`src/rtl/topk_tracker.sv`:
```
// topk_tracker: keeps the K largest unsigned samples seen since reset/clear,
// sorted descending (rank 0 = largest). Entries that fall off rank K-1 are
// reported on evict_valid/evict_data.
// Optional feature macro: TOPK_UNIQUE_EN (drop samples equal to an occupied
// entry, so the table holds the K largest distinct values).
//
// Handshake: din is consumed in every cycle where din_valid is high and clear
// is low; there is no ready, the tracker accepts one sample per clock.
module topk_tracker #(
  parameter int DATA_WIDTH = 32,
  parameter int K          = 4
) (
  input  logic                         clk,
  input  logic                         resetn,
  input  logic                         clear,
  input  logic                         din_valid,
  input  logic [DATA_WIDTH-1:0]        din,
  output logic [K*DATA_WIDTH-1:0]      dout,
  output logic [$clog2(K+1)-1:0]       count,
  output logic [DATA_WIDTH-1:0]        kth,
  output logic                         evict_valid,
  output logic [DATA_WIDTH-1:0]        evict_data
);

  localparam int CW = $clog2(K + 1);
  localparam int PW = $clog2(K);

  generate
    if (K < 2 || K > 16) begin : g_bad_k
      $error("topk_tracker: K must be in the range 2..16");
    end
  endgenerate

  // Entries are kept at 0 whenever unoccupied, so the outputs can be driven
  // straight from the entry flops and empty ranks naturally read 0.
  logic [DATA_WIDTH-1:0] r_e [K];
  logic [CW-1:0]         r_count;
  logic                  r_evict_valid;
  logic [DATA_WIDTH-1:0] r_evict_data;

  logic [K-1:0]  w_occ;
  logic [K-1:0]  w_ge;
  logic [PW-1:0] w_pos;
  logic          w_hit;
  logic          w_dup;
  logic          w_full;
  logic          w_insert;

  // Per-rank occupancy and "sample belongs at or above this rank" compare.
  always_comb begin
    w_occ = '0;
    w_ge  = '0;
    for (int i = 0; i < K; i++) begin
      w_occ[i] = (CW'(i) < r_count);
      w_ge[i]  = !w_occ[i] || (din >= r_e[i]);
    end
  end

  // Priority encode: lowest rank whose compare fires is the insert position.
  always_comb begin
    w_pos = '0;
    w_hit = 1'b0;
    for (int i = K - 1; i >= 0; i--) begin
      if (w_ge[i]) begin
        w_pos = PW'(i);
        w_hit = 1'b1;
      end
    end
  end

`ifdef TOPK_UNIQUE_EN
  // Equality against any occupied entry suppresses the insert.
  always_comb begin
    w_dup = 1'b0;
    for (int i = 0; i < K; i++) begin
      if (w_occ[i] && (din == r_e[i])) w_dup = 1'b1;
    end
  end
`else
  assign w_dup = 1'b0;
`endif

  assign w_full   = (r_count == CW'(K));
  assign w_insert = din_valid && w_hit && !w_dup;

  // Table update: insert at w_pos, shift lower ranks down, report the drop-out.
  always_ff @(posedge clk or negedge resetn) begin
    if (!resetn) begin
      for (int i = 0; i < K; i++) r_e[i] <= '0;
      r_count       <= '0;
      r_evict_valid <= 1'b0;
      r_evict_data  <= '0;
    end else if (clear) begin
      for (int i = 0; i < K; i++) r_e[i] <= '0;
      r_count       <= '0;
      r_evict_valid <= 1'b0;
      r_evict_data  <= '0;
    end else begin
      r_evict_valid <= 1'b0;
      if (w_insert) begin
        if (w_pos == '0) r_e[0] <= din;
        for (int i = 1; i < K; i++) begin
          if (PW'(i) == w_pos) begin
            r_e[i] <= din;
          end else if (PW'(i) > w_pos) begin
            r_e[i] <= r_e[i-1];
          end
        end
        if (w_full) begin
          r_evict_valid <= 1'b1;
          r_evict_data  <= r_e[K-1];
        end else begin
          r_count <= r_count + 1'b1;
        end
      end
    end
  end

  genvar r;
  generate
    for (r = 0; r < K; r++) begin : g_dout
      assign dout[r*DATA_WIDTH +: DATA_WIDTH] = r_e[r];
    end
  endgenerate

  assign count       = r_count;
  assign kth         = r_e[K-1];
  assign evict_valid = r_evict_valid;
  assign evict_data  = r_evict_data;

endmodule

```
`config.mk`:
```
export PLATFORM = sky130hd
export DESIGN_NAME = topk_tracker
export DESIGN_NICKNAME = d
export VERILOG_FILES = /design/src/rtl/topk_tracker.sv
export SDC_FILE = /design/constraint.sdc
export NUM_CORES = 1
export LEC_CHECK = 0
export CORE_MARGIN = 3
export CORE_UTILIZATION = 35
export CTS_CLUSTER_DIAMETER = 200
export DETAILED_ROUTE_END_ITERATION = 10
export GPL_TIMING_DRIVEN = 0
export PLACE_DENSITY = 0.65
export REMOVE_ABC_BUFFERS = 1
export SLEW_MARGIN = 30
export SYNTH_ARGS = -nofsm -noshare
export SYNTH_HDL_FRONTEND = slang
export SYNTH_SLANG_ARGS = --single-unit
export TNS_END_PERCENT = 30
```
`constraint.sdc`:
```
create_clock -name clk -period 3.3 [get_ports clk]
set_clock_uncertainty 0.1 [all_clocks]
set_input_delay 0.66 -clock clk [delete_from_list [all_inputs] [get_ports clk]]
set_output_delay 0.66 -clock clk [all_outputs]
set_load 0.05 [all_outputs]
```
==> summary.md, run 1 <==
| Metric | Value |
|---|---|
| Status | `finished with violations` |
| Failing checks | `negative setup slack` |
| Post-synth ARST share | `1.00` |
| Drt via density | `5.57` |
| Die H | `182 um` |
| Synthesized area | `0.0108 mm^2` |
| Hold Buf Count CTS | `0` |
| Post-synth EDFFs | `0` |
| Slowest cell on the critical path | `o41a_4` |
| Max-cap violations | `0` |
| Area growth syn-to-layout | `39.4%` |
| Largest family of logic cells by synthesized area | `compound AO/OA/AOI/OAI gates` |
| Vias in the first global route | `10300` |
| DIE WIDTH | `182 um` |
| Layout fillers | `2745` |
| Multi-input logic area | `0.00617 mm^2` |
| Post-Synth XOR/XNOR Area | `0` |
| IO buf count | `231` |
| Max incr delay on CP | `0.52 ns` |
| Cell taking the most area after synthesis | `dfrtp_1` |
| Unrepaired setup endpoints after global routing | `true` |
| Clock transition at the registers of the reported paths | `0.07 ns` |
| Routed vias | `10100` |
| Final nets | `1583` |
| Power density over the cells | `414 mW/mm^2` |
| Initial antenna violation count | `1` |
| Slew Limit Fails | `0` |
| Worst IR drop on VDD | `0.000290 V` |
| H-tree depth | `4` |
| Final Hold Vio Count | `0` |
| Post-synthesis mux area share | `0.0320` |
| Final setup fails | `10` |
| Core area | `0.0300 mm^2` |
| First drt pass iteration count | `5` |
| GRT Residual Overflow | `0` |
| Clock root cell | `clkbuf_16` |
| # diodes | `0` |
| Finished Layout Cells | `1820` |
| Synth Area in Compound Gates | `0.210` |
| Most common cell in the netlist | `dfrtp_1` |
| CP Capture Type | `flip-flop` |
| Internal power | `4.00 mW` |
| Most frequent CP cell | `a21o_1` |
| Largest net degree at the start of global routing | `71` |
| Clock Latency Late Sink | `0.44 ns` |
| IO Pins | `232` |
| Synth Warn # | `0` |
| DRC | `0` |
| Place WS | `-1.98 ns` |
| Post-Synth Simple-Gate Area | `0.135` |
| Tot GR Track Use | `0.229` |
| Crit Path Category | `in -> reg` |
| Worst-path fanout max | `8` |
| Post-synthesis sequential area ratio | `0.380` |
| Pleak | `6.10 nW` |
| Longest Clk Path Bufs | `2` |
| Post-Synthesis Cells | `1189` |
| CTS tree | `built` |
| Ranking of synthesized cells by area | `dfrtp_1 38%, ha_1 15%, o2bb2ai_1 5.2%` |
| Die area | `0.0330 mm^2` |
| Startpoint Class | `input pin` |
| Period utilization | `1.01` |
| Register share of total power | `0.352` |
| Switch Pwr | `2.23 mW` |
| Hold WC Path Type | `in -> async` |
| Cell depth of the worst flop-to-flop path | `12` |
| Maximum clock frequency | `301 MHz` |
| Ys flop type | `dfrtp_1` |
| Detailed Route WL | `38.8 mm` |
| Detailed router's first-iteration violation count | `694` |
| Clock power frac | `0.350` |
| Min Hold Slack | `0.0184 ns` |
| Post-layout min period | `3.33 ns` |
| Antenna Nets Post-Route | `0` |
| First-pass GRT wire length | `60.4 mm` |
| Detail Placement HPWL | `27.1 mm` |
| Reg area | `0.00411 mm^2` |
| GPL Wtd Cong | `0.801` |
| Setup TNS | `-0.115 ns` |
| Critical-path cell list | `clkdlybuf4s15_2 > ha_1 > a21o_1 > a21o_1 > a21oi_2 > o21ai_2 > or3_4 > o41a_4 > buf_16 > and2_4 > mux2_4` |
| Setup ws final | `-0.0256 ns` |
| Post-Synth Adder-Cell Area | `0.151` |
| # rows | `63` |
| DP Cell Count | `1741` |
| Crit path required time | `3.53 ns` |
| Max-slew headroom | `0.604` |
| Yosys reg bits | `164` |
| Power share of the combinational group | `0.298` |
| Mapped Avg Cell Area | `9.08 um^2` |
| Initial Util | `0.359` |
| Commonest cells in the netlist | `164 x dfrtp_1, 131 x inv_1, 130 x ha_1` |
| Synth top area share | `0.380` |
| Sw frac | `0.358` |
| Worst-margin pin slew | `0.592 ns` |
| Clk sinks | `164` |
| Synth cell types | `52` |
| Worst Path Arrival | `3.55 ns` |
| CTS Buf Count | `17` |
| Fraction of layout cells with a size suffix above 1 | `0.145` |
| Per-cell routed wire length | `21.3 um` |
-- worst max-delay path, delay by kind of cell --
family,cells,cell delay [ns]
AOI/OAI and AO/OA,5,1.22
and+or+nand+nor,2,0.59
buffers and inverters,2,0.44
adders and majority gates,1,0.35
muxes,1,0.29
-- per-stage QoR --
step	instance area, um^2	power, mW	utilization
2_1_floorplan	10300	3.16	-
3_3_place_gp	13100	3.80	0.436
3_5_place_dp	13700	3.91	0.456
4_1_cts	14800	6.18	0.492
5_1_grt	15000	6.49	0.501
6_report	15000	6.23	0.501
-- power by group through the flow --
stage          Clock [mW]  Combinational (mW)  Sequential [mW]
2_1_floorplan           0               0.572             2.59
3_3_place_gp            0                1.56             2.24
3_5_place_dp            0                1.67             2.24
4_1_cts              2.20                1.79             2.19
5_1_grt              2.29                1.99             2.21
6_report             2.18                1.85             2.20
-- cells in the final DEF, fill, tap and decap left out, types with 7 or more instances in the layout --
cell type        instances
nand2_1                 84
clkdlybuf4s15_2          9
a21oi_1                 98
clkbuf_2                 8
o2bb2ai_1               63
buf_6                   13
o21ai_0                 14
nand4_1                 13
a21o_1                  12
buf_4                   44
dfrtp_1                162
clkbuf_16               19
mux2i_1                 33
a22oi_1                 32
nand2b_1                69
nor3_1                  38
inv_1                  127
a31oi_1                 32
ha_1                   124
buf_2                   12
buf_16                   8
buf_12                   7
clkdlybuf4s50_1        197
nor2_1                  50
o211ai_1                 8
o22ai_1                 26
-- flip-flops by register name, indices dropped and copies added, names as in the netlist --
register and count:
count 3, dout 96, evict_data 32, evict_valid 1, kth 32
-- kinds of logic (layout without fill, tap and decap cells) --
logic type	after synthesis	count (layout)
AND/OR/NAND/NOR	294	294
buffers and inverters	230	471
flip-flops	164	164
adder cells (fa/ha/maj)	130	130
AO/OA/AOI/OAI	337	337
multiplexers	34	34
-- path summary, 6_finish.rpt --
check | start | endpoint | slack (ns)
worst max-delay path | din[25] | count[0]$_DFFE_PN0P_ | -0.03
worst min-delay path | resetn | evict_data[28]$_DFFE_PN0P_ | 0.02
worst max register to register | dout[29]$_DFFE_PN0P_ | dout[94]$_DFFE_PN0P_ | -0.02
worst min register to register | dout[35]$_DFFE_PN0P_ | dout[35]$_DFFE_PN0P_ | 0.42
max in group asynchronous | resetn | dout[79]$_DFFE_PN0P_ | 2.39
min in group clk | din[0] | dout[0]$_DFFE_PN0P_ | 0.42
-- cell type report --
class,instances,share of cell area
clock inverter,14,0.0116
multi-input combinational,795,0.410
clock buffer,18,0.0292
inverter,131,0.0327
tap,390,0.0324
timing repair buffer,308,0.212
sequential,164,0.273
-- metal layers --
layer  share of wire  wire length [um]  global-route usage  vias to the layer above
met2            0.48             18500               0.374                      379
li1                -                 -                   -                     4682
met5         0.00034                13                   0                        -
met3           0.060              2320              0.0397                       63
met1            0.44             17000               0.310                     5010
met4           0.025               962              0.0734                        2
-- what timing repair did --
| item | CTS | global route |
|---|---|---|
| cloned | 1 | 2 |
| gates resized for setup | 139 | 57 |
| endpoints found under the setup margin | 164 | 133 |
| setup buffers | 31 | 13 |
| pin swaps | 20 | 23 |
(Power assumes the default switching activity.)
==> run 2, diff against run 1 <==
--- a/config.mk
+++ b/config.mk
@@ -7,7 +7,9 @@
 export LEC_CHECK = 0
 export CORE_MARGIN = 3
 export CORE_UTILIZATION = 35
+export CTS_BUF_LIST = sky130_fd_sc_hd__clkbuf_8 sky130_fd_sc_hd__clkbuf_16
 export CTS_CLUSTER_DIAMETER = 200
+export CTS_CLUSTER_SIZE = 40
 export DETAILED_ROUTE_END_ITERATION = 10
 export GPL_TIMING_DRIVEN = 0
 export PLACE_DENSITY = 0.65
==> results of run 2 <==
No change in the layout: final DEF, timing and power equal those of run 1.
